<file path="src/rtl/fetch_pkg.sv">
// Shared types and constants for the instruction fetch unit.
// fetch_entry_t pairs a fetched instruction word with its byte address.
package fetch_pkg;

  localparam int XLEN    = 32;
  localparam int IMEM_AW = 12;

  localparam logic [XLEN-1:0] DEFAULT_RESET_PC = 32'h0000_0000;

  typedef struct packed {
    logic [XLEN-1:0] pc;
    logic [XLEN-1:0] instr;
  } fetch_entry_t;

endpackage

</file>
<file path="src/rtl/fetch_fifo2.sv">
// Two-entry output buffer for fetched instructions.
// entry0 is always the head, so the head output comes straight from a register.
module fetch_fifo2 import fetch_pkg::*; (
  input  logic         clk,
  input  logic         rst,
  input  logic         flush,
  input  logic         push,
  input  fetch_entry_t push_data,
  input  logic         pop,
  output logic [1:0]   count,
  output fetch_entry_t head
);

  fetch_entry_t entry0;
  fetch_entry_t entry1;
  logic         do_pop;
  logic         do_push;

  assign do_pop  = pop && (count != 2'd0);
  assign do_push = push && ((count != 2'd2) || do_pop);
  assign head    = entry0;

  always_ff @(posedge clk) begin
    if (rst) begin
      count  <= 2'd0;
      entry0 <= '0;
      entry1 <= '0;
    end else if (flush) begin
      count <= 2'd0;
    end else begin
      case ({do_push, do_pop})
        2'b10: begin
          if (count == 2'd0) entry0 <= push_data;
          else               entry1 <= push_data;
          count <= count + 2'd1;
        end
        2'b01: begin
          entry0 <= entry1;
          count  <= count - 2'd1;
        end
        2'b11: begin
          // Count is unchanged; the pushed entry lands behind whatever remains.
          if (count == 2'd1) begin
            entry0 <= push_data;
          end else begin
            entry0 <= entry1;
            entry1 <= push_data;
          end
        end
        default: begin
        end
      endcase
    end
  end

endmodule

</file>
<file path="src/rtl/inst_fetch_unit.sv">
// Instruction fetch front end: issues sequential reads to a one-cycle-latency
// instruction RAM and buffers results in a 2-entry FIFO toward decode.
module inst_fetch_unit import fetch_pkg::*; #(
  parameter logic [XLEN-1:0] RESET_PC   = DEFAULT_RESET_PC,
  parameter int              FIFO_DEPTH = 2
) (
  input  logic               clk,
  input  logic               rst,
  output logic [IMEM_AW-1:0] imem_addr,
  input  logic [XLEN-1:0]    imem_rdata,
  input  logic               redirect_valid,
  input  logic [XLEN-1:0]    redirect_pc,
  output logic               out_valid,
  input  logic               out_ready,
  output logic [XLEN-1:0]    out_pc,
  output logic [XLEN-1:0]    out_instr
);

  localparam logic [2:0] OCC_LIMIT = 3'(FIFO_DEPTH);

  logic [XLEN-1:0] pc;
  logic [XLEN-1:0] inflight_pc;
  logic            inflight;
  logic [1:0]      count;
  fetch_entry_t    head;
  fetch_entry_t    push_data;
  logic            fire;
  logic            issue;
  logic            push;
  logic [2:0]      occ_after_fire;

  assign imem_addr = pc[IMEM_AW+1:2];
  assign out_valid = (count != 2'd0);
  assign out_pc    = head.pc;
  assign out_instr = head.instr;
  assign fire      = out_valid && out_ready;

  // Buffered plus in-flight words, counting the slot freed by this cycle's fire.
  assign occ_after_fire = {1'b0, count} + {2'b00, inflight} - {2'b00, fire};
  assign issue          = !redirect_valid && (occ_after_fire < OCC_LIMIT);
  assign push           = inflight && !redirect_valid;
  assign push_data      = '{pc: inflight_pc, instr: imem_rdata};

  always_ff @(posedge clk) begin
    if (rst) begin
      pc          <= RESET_PC;
      inflight    <= 1'b0;
      inflight_pc <= '0;
    end else if (redirect_valid) begin
      pc       <= redirect_pc & ~32'h3;
      inflight <= 1'b0;
    end else if (issue) begin
      pc          <= pc + 32'd4;
      inflight    <= 1'b1;
      inflight_pc <= pc;
    end else begin
      inflight <= 1'b0;
    end
  end

  fetch_fifo2 u_fifo (
    .clk       (clk),
    .rst       (rst),
    .flush     (redirect_valid),
    .push      (push),
    .push_data (push_data),
    .pop       (fire),
    .count     (count),
    .head      (head)
  );

endmodule

</file>
<file path="config.mk">
export PLATFORM = sky130hd
export DESIGN_NAME = inst_fetch_unit
export DESIGN_NICKNAME = d
export VERILOG_FILES = /design/src/rtl/fetch_pkg.sv /design/src/rtl/fetch_fifo2.sv /design/src/rtl/inst_fetch_unit.sv
export SDC_FILE = /design/constraint.sdc
export NUM_CORES = 1
export LEC_CHECK = 0
export ABC_AREA = 0
export BUFFER_PORTS_ARGS = -buffer_cell sky130_fd_sc_hd__buf_2
export CORE_AREA = 2 2 123 125
export CTS_CLUSTER_DIAMETER = 60
export CTS_CLUSTER_SIZE = 24
export DETAILED_ROUTE_END_ITERATION = 12
export DIE_AREA = 0 0 125 127
export HOLD_SLACK_MARGIN = 0.15
export PLACE_DENSITY = 0.81
export SETUP_SLACK_MARGIN = 0.2
export SYNTH_ARGS = -nofsm -noshare
export SYNTH_HDL_FRONTEND = slang
export SYNTH_HIERARCHICAL = 1
export SYNTH_SLANG_ARGS = --single-unit
</file>
<file path="constraint.sdc">
create_clock -name clk -period 10.3 [get_ports clk]
set_input_delay 2.06 -clock clk [delete_from_list [all_inputs] [get_ports clk]]
set_output_delay 2.06 -clock clk [all_outputs]
set_load 0.01 [all_outputs]
</file>
### Yosys cells after proc, flatten, opt, wreduce, memory -nomap -nowiden

Cells that the tools add are included.

| storage, ports and cells | value |
|---|---|
| bits in registers | 195 |
| input port bits | 68 |
| output and inout bits | 77 |

| operators by class | value |
|---|---|
| add/subtract/negate cells | 5 |
| $lt $le $gt $ge | 1 |
| equal/unequal tests | 8 |
| multiplexer cells | 10 |
| bitwise logic cells | 1 |
| reductions and logical operators | 17 |

Operator list:

| operator | count |
|---|---|
| 2-to-1 mux 64 bit | 4 |
| one-hot mux 64 bit (3 select lines) | 1 |
| one-hot mux 64 bit (2 select lines) | 1 |
| 2-to-1 mux 32 bit | 2 |
| adder 32 x 3 -> 32 bit (second input constant) | 1 |
| nonzero test 2 bit | 4 |
| inequality test 2 bit (second input constant) | 3 |
| logical AND 1 bit | 5 |
| equality test 2 x 1 -> 1 bit (second input constant) | 2 |
| equality test 2 bit (second input constant) | 2 |
| one-hot mux 2 bit (2 select lines) | 1 |
| AND reduction 4 bit | 1 |
| adder 2 x 1 -> 3 bit | 1 |
| < comparator 3 x 2 -> 1 bit (second input constant) | 1 |
| AND reduction 3 bit | 1 |
| nonzero test 3 bit | 1 |
| subtractor 3 x 1 -> 3 bit | 1 |
| adder 2 x 1 -> 2 bit (second input constant) | 1 |
| zero test 2 bit | 1 |
| inequality test 2 x 1 -> 1 bit (second input constant) | 1 |
| AND reduction 2 bit | 1 |
| OR reduction 2 bit | 1 |
| subtractor 2 x 1 -> 2 bit (second input constant) | 1 |
| zero test 1 bit | 1 |
| 3 further kinds | 3 |

### Longest topological paths before layout

| logic depth | value |
|---|---|
| word-level depth | 8 |
| depth in mapped cells | 11 |

### Modules after synthesis

The synthesis kept the hierarchy.

By module, submodules not included:

| module | times used | cells an instance | area an instance (um^2) |
|---|---|---|---|
| fetch_fifo2 | 1 | 658 | 5154.9 |
| inst_fetch_unit | 1 | 399 | 3101.7 |

### Least setup slack after synthesis

No wires, ideal clock.

| timing | value |
|---|---|
| path kind | input -> register |
| start | in out_ready |
| end | reg pc[18] |
| library setup time | 91 ps |
| arrival | 4571 ps |
| data required time | 10209 ps |
| path slack | 5638 ps |
| cell stages on the path | 10 |
| buffers on the path | 2 |
| path through | and2_1 -> ha_1 -> nand2b_1 -> fa_1 -> xor2_1 -> buf_6 -> or3_1 -> buf_2 -> or4_1 -> a311oi_1 |

| between the ends | value |
|---|---|
| longest elaborated chain between the ends | 5 |

RTL lines:

| element | line | RTL |
|---|---|---|
| start: declaration | inst_fetch_unit.sv:14 | `input logic out_ready,` |
| logical AND 1 bit | inst_fetch_unit.sv:36 | `assign fire = out_valid && out_ready;` |
| subtractor 3 x 1 -> 3 bit | inst_fetch_unit.sv:39 | `assign occ_after_fire = {1'b0, count} + {2'b00, inflight} - {2'b00, fire};` |
| < comparator 3 x 2 -> 1 bit | inst_fetch_unit.sv:40 | `assign issue = !redirect_valid && (occ_after_fire < OCC_LIMIT);` |
| logical AND 1 bit | inst_fetch_unit.sv:40 |  |
| nonzero test 2 bit (no source line) | - |  |
| end signal: assignment | inst_fetch_unit.sv:50 | `pc <= redirect_pc & ~32'h3;` |
| end signal: assignment | inst_fetch_unit.sv:53 | `pc <= pc + 32'd4;` |
| end: declaration | inst_fetch_unit.sv:21 | `logic [XLEN-1:0] pc;` |

No other way between the ends.
A chain may end at the register's enable or synchronous reset.

### Worst setup path in the final report

| timing | value |
|---|---|
| start | in redirect_valid |
| end | reg u_fifo.entry0 (netlist bit u_fifo/head[7]) |

| between the ends | value |
|---|---|
| longest elaborated chain between the ends | 6 |
| elaborated cells between the ends (all ways) | 11 |
| classes of those cells | eq/ne (4); mux (1); bitwise (1); reduce/logical (5) |

RTL lines:

| element | line | RTL |
|---|---|---|
| start: declaration | inst_fetch_unit.sv:11 | `input logic redirect_valid,` |
| zero test 1 bit * | inst_fetch_unit.sv:41 | `assign push = inflight && !redirect_valid;` |
| logical AND 1 bit * | inst_fetch_unit.sv:41 |  |
| net push | inst_fetch_unit.sv:29 | `logic push;` |
| logical AND 1 bit * | fetch_fifo2.sv:20 | `assign do_push = push && ((count != 2'd2) \|\| do_pop);` |
| equality test 2 bit or equality test 2 x 1 -> 1 bit (tied branches) | fetch_fifo2.sv:31 | `case ({do_push, do_pop})` |
| inequality test 2 x 1 -> 1 bit (no source line) or nonzero test 3 bit (tied branches) | - |  |
| AND reduction 3 bit (no source line) | - |  |
| end signal: assignment | fetch_fifo2.sv:33 | `if (count == 2'd0) entry0 <= push_data;` |
| end signal: assignment | fetch_fifo2.sv:38 | `entry0 <= entry1;` |
| end signal: assignment | fetch_fifo2.sv:44 | `entry0 <= push_data;` |
| end: declaration | fetch_fifo2.sv:14 | `fetch_entry_t entry0;` |

Mark *: on every way through the listed nets, which the timed path passes. The rest lies on a longest branch.

==> metrics.txt <==
CTS tree yes; WP data required about 11 ns; gr ovfl total 0; die area 15900 sq um; Final period util 48.9%; Mean Syn Cell Area between 7 and 8 sq um; synth cell count leaders nand2_1 (327), dfxtp_1 (191), a21oi_1 (100); Buffers on Ports about 140; Peak Freq approximately 0.2 GHz; post_cts resized 0; Cells after DPL 1295; Placer Congestion approximately 0.8; Mapped Cells 1057; simple-gate share of the synthesized area 25.7%; antenna violations before repair 0; drt drc 0; number of global-route vias before repair about 6.4k; Synth Area in XOR/XNOR 1.06%; Root Buffer clkbuf_16; Main synth FF type dfxtp_1; most frequent cell after synthesis nand2_1; hold buffers post-CTS 0; via density per instance around 5.6; cts bufs inserted 17; Slew Viols, Final 0; first-pass GRT wire length 31300 um; clk buf depth 2; Core Area between 10000 and 15000 sq um; num rows 44; post-CTS setup buffer count 0; Leakage 0.00340 uW; Max-slew headroom a little over a quarter; final setup fails 0; drt wl/cell between 10 and 15 um; Worst Slack Setup Final roughly 5.3 ns; Die Span Y 127 um; share of layout cells above drive strength 1 16.4%; detailed placement HPWL 11700 um; fillcell total 1304; WP data arrival 5.36 ns; peak supply drop ~0.00012 V; setup_tns 0 ns; DRT antenna net count 0; Post-Synth Adder-Cell Area 1.00%; CP Capture Type flip-flop; Post-Route WL 19000 um; pin count of the biggest net entering global routing 100; Yosys top cell area share between 40% and 50%; post-synthesis register bit count 191; Synth area leader dfxtp_1; Non-Filler Instances around 1.3k; DRT iter0 DRCs between 600 and 700; Hold Path Class reg2reg; PnR Total Power roughly 1500 uW; complex-gate fraction of the synthesized area 18.7%; power per cell area 161 nW/um^2; Post-synth ARST share 0%; mux contribution to synthesized area less than 1%; area grow syn2layout 12.9%; Hold Fails Final Rpt 0; FF-to-FF setup slack roughly 6.7 ns; main combinational cell family by area after synthesis simple AND/OR/NAND/NOR gates; maximum fanout along the worst path 84; Mapped Area about 8300 sq um; register area share after synthesis between 40% and 50%; status complete, no violations; EDFF count, synth 0; Worst-path clk slew approximately 0.060 ns; worst-margin pin slew 1.09 ns; Top Ports between 100 and 150; Max Cap Viol 0; Max Clock Skew between 0.007 and 0.008 ns; Post-Place Worst Slack 4.89 ns; Initial Utilization 57.2%; critical path class in2reg; die width ~130 um; Netlist cell types between 50 and 60; Clk Latency, worst-skew pair ~0.42 ns; DR pass1 iterations 5; Layout Nets 1204; leading post-synthesis cells by cell area dfxtp_1 (46%), nand2_1 (15%), a311oi_1 (8.0%); Antenna Diode Count 0; RSZ-0062 raised after global routing no; H-tree Lvls 4; Startpoint Class primary input; vias 7406; Tmin final 5.04 ns; gr usage total a little under a quarter; synth warn 6; clock tree sinks 191
==> registers in the layout (all words and copies together), names as in the netlist <==
name	count
inflight	1
u_fifo/count	2
u_fifo/head	64
pc	30
u_fifo/entry1	64
inflight_pc	30
==> critical path, cell delays in order <==
cell,delay (ns)
buf_2,0.09
buf_4,0.24
nor2b_1,0.59
nand3b_1,0.23
a21oi_4,0.90
buf_4,0.78
nor2_1,0.11
a311oi_1,0.29
==> cell usage in the layout (no fill, tap or decap), types with 4 or more instances in the layout <==
master / Yosys / routed
a211oi_1: 11 / 11
a21oi_1: 100 / 100
a311oi_1: 75 / 75
and4_1: 5 / 5
buf_2: 22 / 141
buf_4: 15 / 9
clkbuf_16: 0 / 17
clkbuf_8: 0 / 4
clkinv_2: 0 / 4
conb_1: 1 / 4
dfxtp_1: 191 / 191
ha_1: 5 / 5
inv_1: 14 / 14
nand2_1: 327 / 327
nand3_1: 16 / 15
nand4_1: 12 / 12
nor2_1: 93 / 93
nor3_1: 14 / 13
nor4_1: 6 / 6
o21ai_0: 5 / 5
o31ai_1: 10 / 10
or3_1: 5 / 5
or4_1: 12 / 12
xnor2_1: 6 / 6
xor2_1: 4 / 4
==> kinds of logic (layout without fill, tap and decap cells) <==
| group | count (synthesis) | count (layout) |
|---|---|---|
| and+or+nand+nor | 507 | 507 |
| AOI/OAI and AO/OA | 225 | 225 |
| DFF | 191 | 191 |
| buffers and inverters | 115 | 196 |
| xor gates and xnor gates | 10 | 10 |
| adders and majority gates | 6 | 6 |
| muxes | 2 | 2 |
| other | 1 | 4 |
==> where the power goes <==
part	internal, uW	total (uW)	leakage (uW)	switching [uW]
Sequential	763	787	0.00155	23.4
Clock	330	593	0.000258	263
Combinational	48.5	124	0.00159	75.0
Total	1140	1500	0.00340	361
==> metrics by stage <==
step / util (%) / area (sq um) / hold WS, ns
floorplan: - / 8270 / 0.437
global placement: 60.9 / 8790 / 0.441
detailed placement: 60.9 / 8790 / 0.447
CTS: 64.6 / 9320 / 0.455
global route: 64.6 / 9320 / 0.468
finish: 64.6 / 9320 / 0.453
==> path summary, 6_finish.rpt <==
path | startpoint | end | depth (start not counted)
worst max-delay path | redirect_valid | u_fifo/head[7] | 8
worst min-delay path | u_fifo/entry1[37] | u_fifo/entry1[37] | 2
worst max register to register | u_fifo/count[1] | pc[21] | 9
worst min register to register | u_fifo/entry1[37] | u_fifo/entry1[37] | 2
==> routing by layer <==
metal | up-vias | routed length (um) | GRT usage [%]
met1 | 3386 | 8700 | 31.7
met4 | 0 | 246 | 7.78
met3 | 20 | 1080 | 4.10
li1 | 3786 | - | -
met2 | 214 | 8940 | 39.0
met5 | - | 0 | 0
==> final cells by class <==
cell class,instances,area [sq um],area share [%]
repair buffers,151,785,8.42
multi-input cells,754,3900,41.8
clock buffers,24,492,5.28
well taps,184,230,2.47
inverters,15,56.3,0.604
flip-flops and latches,191,3820,41.0
clock inverters,6,35.0,0.376
(Power assumes the default switching activity.)
